## config.mk

```make
export PLATFORM = sky130hd
export DESIGN_NAME = sw_input_conditioner_flat
export DESIGN_NICKNAME = d
export VERILOG_FILES = /design/src/rtl/sw_input_conditioner_if.sv /design/src/rtl/sw_input_conditioner.sv /design/src/flat_wrapper.sv
export SDC_FILE = /design/constraint.sdc
export NUM_CORES = 1
export LEC_CHECK = 0
export CORE_ASPECT_RATIO = 0.6
export CORE_MARGIN = 2
export CORE_UTILIZATION = 39
export CTS_CLUSTER_DIAMETER = 80
export CTS_CLUSTER_SIZE = 28
export DETAILED_ROUTE_END_ITERATION = 10
export HOLD_SLACK_MARGIN = 0.08
export PLACE_DENSITY = 0.58
export SYNTH_ARGS = -nofsm -noshare
export SYNTH_HDL_FRONTEND = slang
export SYNTH_SLANG_ARGS = --single-unit
```

## constraint.sdc

```tcl
create_clock -name clk -period 2.3 [get_ports clk]
set_clock_uncertainty 0.05 [all_clocks]
set_input_delay 0.46 -clock clk [delete_from_list [all_inputs] [get_ports clk]]
set_output_delay 0.46 -clock clk [all_outputs]
set_load 0.02 [all_outputs]
```

## src/rtl/sw_input_conditioner_if.sv

```systemverilog
// Switch conditioner bus: raw pin inputs plus the conditioned per-channel outputs.
interface sw_input_conditioner_if #(
  parameter int N = 2
);
  logic [N-1:0] sw_raw;
  logic [N-1:0] sw_level;
  logic [N-1:0] sw_rise;
  logic [N-1:0] sw_fall;
  logic [N-1:0] sw_toggle;

  // Pin side: drives raw values and consumes the conditioned outputs.
  modport master (
    output sw_raw,
    input  sw_level,
    input  sw_rise,
    input  sw_fall,
    input  sw_toggle
  );

  // Conditioner side.
  modport slave (
    input  sw_raw,
    output sw_level,
    output sw_rise,
    output sw_fall,
    output sw_toggle
  );
endinterface

```

## src/rtl/sw_input_conditioner.sv

```systemverilog
// Per-channel switch conditioner: 2-flop sync, stable-count debounce,
// rise/fall pulses and a toggle latch flipped on every rise.
//
// state         | meaning
// --------------+-------------------------------------------------------------
// ST_STABLE     | sync2 == sw_level, count held at 0
// ST_QUALIFYING | sync2 != sw_level, count running 0..STABLE_CYCLES-1
//
// The state is not stored separately; it is fully implied by sync2 vs level,
// so it is decoded combinationally from the registered channel state.
module sw_input_conditioner #(
  parameter int N             = 2,
  parameter int STABLE_CYCLES = 1_000_000
) (
  input  logic clk,
  input  logic reset_n,
  sw_input_conditioner_if.slave sw
);

  localparam int              CW     = $clog2(STABLE_CYCLES + 1);
  localparam logic [CW-1:0]   CNT_TC = CW'(STABLE_CYCLES - 1);

  typedef enum logic {
    ST_STABLE     = 1'b0,
    ST_QUALIFYING = 1'b1
  } ch_state_t;

  logic [N-1:0]  sync1;
  logic [N-1:0]  sync2;
  logic [N-1:0]  level_q;
  logic [N-1:0]  rise_q;
  logic [N-1:0]  fall_q;
  logic [N-1:0]  toggle_q;
  logic [CW-1:0] count_q [N];

  ch_state_t     state   [N];
  logic [CW-1:0] count_d [N];
  logic [N-1:0]  level_d;
  logic [N-1:0]  rise_d;
  logic [N-1:0]  fall_d;
  logic [N-1:0]  toggle_d;

  // Register all per-channel state; reset clears everything immediately.
  always_ff @(posedge clk or negedge reset_n) begin
    if (!reset_n) begin
      sync1    <= '0;
      sync2    <= '0;
      level_q  <= '0;
      rise_q   <= '0;
      fall_q   <= '0;
      toggle_q <= '0;
      for (int i = 0; i < N; i++) count_q[i] <= '0;
    end else begin
      sync1    <= sw.sw_raw;
      sync2    <= sync1;
      level_q  <= level_d;
      rise_q   <= rise_d;
      fall_q   <= fall_d;
      toggle_q <= toggle_d;
      for (int i = 0; i < N; i++) count_q[i] <= count_d[i];
    end
  end

  // Decode state and compute the next count/level; any agreement restarts qualification.
  always_comb begin
    level_d = level_q;
    for (int i = 0; i < N; i++) begin
      state[i]   = (sync2[i] != level_q[i]) ? ST_QUALIFYING : ST_STABLE;
      count_d[i] = '0;
      if (state[i] == ST_QUALIFYING) begin
        if (count_q[i] == CNT_TC) level_d[i] = sync2[i];
        else                      count_d[i] = count_q[i] + CW'(1);
      end
    end
  end

  // Edge pulses and toggle are registered alongside the level they describe.
  always_comb begin
    rise_d   = level_d & ~level_q;
    fall_d   = ~level_d & level_q;
    toggle_d = toggle_q ^ rise_d;
  end

  assign sw.sw_level  = level_q;
  assign sw.sw_rise   = rise_q;
  assign sw.sw_fall   = fall_q;
  assign sw.sw_toggle = toggle_q;

endmodule

```

## src/flat_wrapper.sv

```systemverilog
// flat-port wrapper written by rule: the top's interface ports become plain ports
module sw_input_conditioner_flat 
#(
  parameter int N             = 2,
  parameter int STABLE_CYCLES = 1_000_000
)
  (clk, reset_n, sw_sw_raw, sw_sw_level, sw_sw_rise, sw_sw_fall, sw_sw_toggle);
  sw_input_conditioner_if #(.N(N)) sw_i ();
  input  logic clk;
  input  logic reset_n;
  input wire logic [$bits(sw_i.sw_raw)-1:0] sw_sw_raw;
  output wire logic [$bits(sw_i.sw_level)-1:0] sw_sw_level;
  output wire logic [$bits(sw_i.sw_rise)-1:0] sw_sw_rise;
  output wire logic [$bits(sw_i.sw_fall)-1:0] sw_sw_fall;
  output wire logic [$bits(sw_i.sw_toggle)-1:0] sw_sw_toggle;
  assign sw_i.sw_raw = sw_sw_raw;
  assign sw_sw_level = sw_i.sw_level;
  assign sw_sw_rise = sw_i.sw_rise;
  assign sw_sw_fall = sw_i.sw_fall;
  assign sw_sw_toggle = sw_i.sw_toggle;
  sw_input_conditioner #(.N(N), .STABLE_CYCLES(STABLE_CYCLES)) u_core (.clk(clk), .reset_n(reset_n), .sw(sw_i));
endmodule
```

==> impl_metrics.env <==
export IMPL_max_cap_violations=0
export IMPL_grt_use_met3=0.04266
export IMPL_yosys_area_top_type="dfrtp_1"
export IMPL_timing_setup_critical_path_class="flop to flop"
export IMPL_cts_path_max_buffers=2
export IMPL_fmax_mhz=445.4
export IMPL_start_util=0.4017
export IMPL_fp_coreArea_sq_mm=0.006111
export IMPL_grtUsageMet2=0.1971
export IMPL_grt_pass1_wl_microns=7824
export IMPL_detailedRoute_firstPassIterationCount=4
export IMPL_totalNegativeSetupSlack_ns=0
export IMPL_vias_per_cell=5.029
export IMPL_critical_path_buf_inv_count=0
export IMPL_critical_path_slowest_cell="or4_4"
export IMPL_cts_sinks=52
export IMPL_clkSlewWorstSetupHoldPaths_ns=0.09
export IMPL_critical_path_top_delay_family="simple AND/OR/NAND/NOR gates"
export IMPL_final_design_area_no_fill_sq_mm=0.002820
export IMPL_num_antenna_cells=0
export IMPL_timing_slew_headroom=0.5758
export IMPL_cp_max_fo=5
export IMPL_power_density_cells_mw_per_mm2=544.4
export IMPL_post_dp_cell_area_sq_mm=0.002726
export IMPL_mappedNetlistNets=237
export IMPL_worst_endpoint_required_ns=2.45
export IMPL_yosys_cell_count_top_type="dfrtp_1"
export IMPL_utilization=0.4615
export IMPL_post_synth_inst_count=231
export IMPL_setup_repair_after_global_routing_missed_its_margin="false"
export IMPL_worst_path_largest_cell_delay_ns=0.60
export IMPL_synth_top_cell_area_share=0.5301
export IMPL_critPathLaunchType="flop"
export IMPL_root_buffer_master="clkbuf_8"
export IMPL_rows=22
export IMPL_cts_hold_buffers=0
export IMPL_boundaryPins=12
export IMPL_vias=1705
export IMPL_worstPathArrival_ns=2.39
export IMPL_first_global_vias=1570
export IMPL_post_route_ant_nets=0
export IMPL_post_cts_setup_buffer_count=0
export IMPL_gpl_final_weighted_congestion=0.8040
export IMPL_drtIter0Drc=128
export IMPL_area_growth_pct=14.88
export IMPL_gr_usage_all_layers=0.1465
export IMPL_cts_tree="yes"
export IMPL_synthArstFlopShare=1.000
export IMPL_worst_slew_pin_slew_ns=0.6363
export IMPL_share_of_post_route_cells_with_drive_strength_above_1=0.1255
export IMPL_final_report_hold_violation_count=0
export IMPL_crit_chain="or4b_1 > or4_4 > nor2_1 > mux2_2"
export IMPL_slew_viol_final=0
export IMPL_synth_enable_flop_cells=0
export IMPL_route_final_wire_length_microns=4396
export IMPL_syn_mean_instance_area_sq_um=10.63
export IMPL_leakagePower_nw=1.147
export IMPL_finalSetupViolCount=0
export IMPL_yosys_warnings=0
export IMPL_number_of_port_buffers=11
export IMPL_min_period_ns=2.245
export IMPL_detailedPlacementHpwl_microns=3100
export IMPL_globalRoute_busiestLayer="met1"
export IMPL_ys_dominant_reg_cell="dfrtp_1"
export IMPL_postSynthRegisterBits=52
export IMPL_cts_buffers=5
export IMPL_worst_hold_path_type="input port to async pin"
export IMPL_ys_top_cells_by_area="dfrtp_1 53%, xnor2_1 5.4%, nor2_1 4.4%"
export IMPL_unique_masters_post_synth=33
export IMPL_grt_start_max_net_pins=53
export IMPL_drt_drc_violations_left=0
export IMPL_status="completed"
export IMPL_ys_top_cells_by_count="52 x dfrtp_1, 29 x nor2_1, 15 x xnor2_1"
export IMPL_power_ir_vdd_worst_mv=0.2110
export IMPL_mappedNetlistArea_sq_mm=0.002455
export IMPL_cp_end_kind="flop"
export IMPL_synth_yosys_seq_area_share=0.5301
export IMPL_die_h_microns=65.46
export IMPL_layout_nets=260
export IMPL_grt_util_met1=0.2224
export IMPL_die_area_sq_mm=0.006966
export IMPL_number_of_gates_resized_after_cts=0
export IMPL_clock_tree_htree_level_count=2
export IMPL_clock_latency_ns=0.30
export IMPL_final_min_period_over_clock_period=0.9762
export IMPL_globalRouteOverflowTotal=0
export IMPL_grt_antenna_before_repair=0
export IMPL_routedWlPerCell_microns=12.97
export IMPL_die_width_microns=106.4
## layer usage
metal  part of all wire  vias up
met5                  0        -
met4              0.014        0
met3              0.036        7
met2               0.37       26
met1               0.58      817
li1                   -      855
## through the flow
step	power [W]	hold WS (ns)	setup slack [ns]	cells
floorplan	0.0009813	0.1144	0.1907	231
global route	0.001616	0.2518	0.007581	339
detailed placement	0.001019	0.2920	0.06938	331
CTS	0.001559	0.2317	0.05771	339
finish	0.001535	0.1990	0.05467	339
global placement	0.001018	0.2960	0.1184	331
## final timing paths
kind                                          from               endpoint  slack, ns  cells after the start
max in group asynchronous                  reset_n        u_core.sync1[0]       1.57                      2
worst min-delay path                       reset_n      u_core.count_q[1]       0.20                      2
worst max-delay path            u_core.count_q[15]  u_core.sw.sw_level[1]       0.05                      4
worst max register to register  u_core.count_q[15]  u_core.sw.sw_level[1]       0.05                      4
min in group clk                   u_core.sync1[1]        u_core.sync2[1]       0.31                      0
worst min register to register     u_core.sync1[1]        u_core.sync2[1]       0.31                      0
## sequential cells by signal, summed over array words and instances (netlist names)
register	flops
u_core.sw.sw_level	2
u_core.count_q	40
u_core.sw.sw_rise	2
u_core.sw.sw_fall	2
u_core.sync2	2
u_core.sw.sw_toggle	2
u_core.sync1	2
## cell usage in the layout, fill, tap and decap left out, types with 6 or more instances in the layout
| cell | Yosys | final |
|---|---|---|
| clkdlybuf4s50_1 | 0 | 10 |
| o21ai_0 | 7 | 7 |
| xor2_1 | 12 | 12 |
| nand4_1 | 8 | 8 |
| clkbuf_8 | 0 | 6 |
| nand2_1 | 11 | 11 |
| nor2_1 | 29 | 29 |
| a21oi_1 | 13 | 13 |
| buf_4 | 0 | 9 |
| xnor2_1 | 15 | 15 |
| or3_1 | 7 | 7 |
| dfrtp_1 | 52 | 52 |
| or4_1 | 7 | 7 |
| nand3_1 | 12 | 12 |
| inv_1 | 10 | 10 |
## worst register-to-register path: stages (launching register included)
cell and delay, ns:
dfrtp_1 0.42, or4b_1 0.56, or4_4 0.60, nor2_1 0.16, mux2_2 0.35
## area by class of cell
class	count	area (sq um)
sequential	52	1301
clock inverter	1	7.507
inverter	10	37.54
fill	582	3291
tap	84	105.1
timing repair buffer	22	212.7
multi-input combinational	163	1070
clock buffer	7	86.33
## where the power goes
part           leakage, nW  internal [W]  switching, W
clock network       0.0445      0.000245      0.000293
registers            0.712      0.000925     0.0000104
logic                0.390     0.0000228     0.0000390
## cells by family (layout without fill, tap and decap cells)
group	count (synthesis)	in the layout	share of synthesized area
flip-flops	52	52	0.5301
AO/OA/AOI/OAI	28	28	0.07339
adder cells (fa/ha/maj)	2	2	0.01019
buffers and inverters	16	40	0.03415
multiplexers	2	2	0.009174
XOR/XNOR	27	27	0.09633
AND/OR/NAND/NOR	104	104	0.2467
No activity file was read; power rests on OpenSTA's default activity.
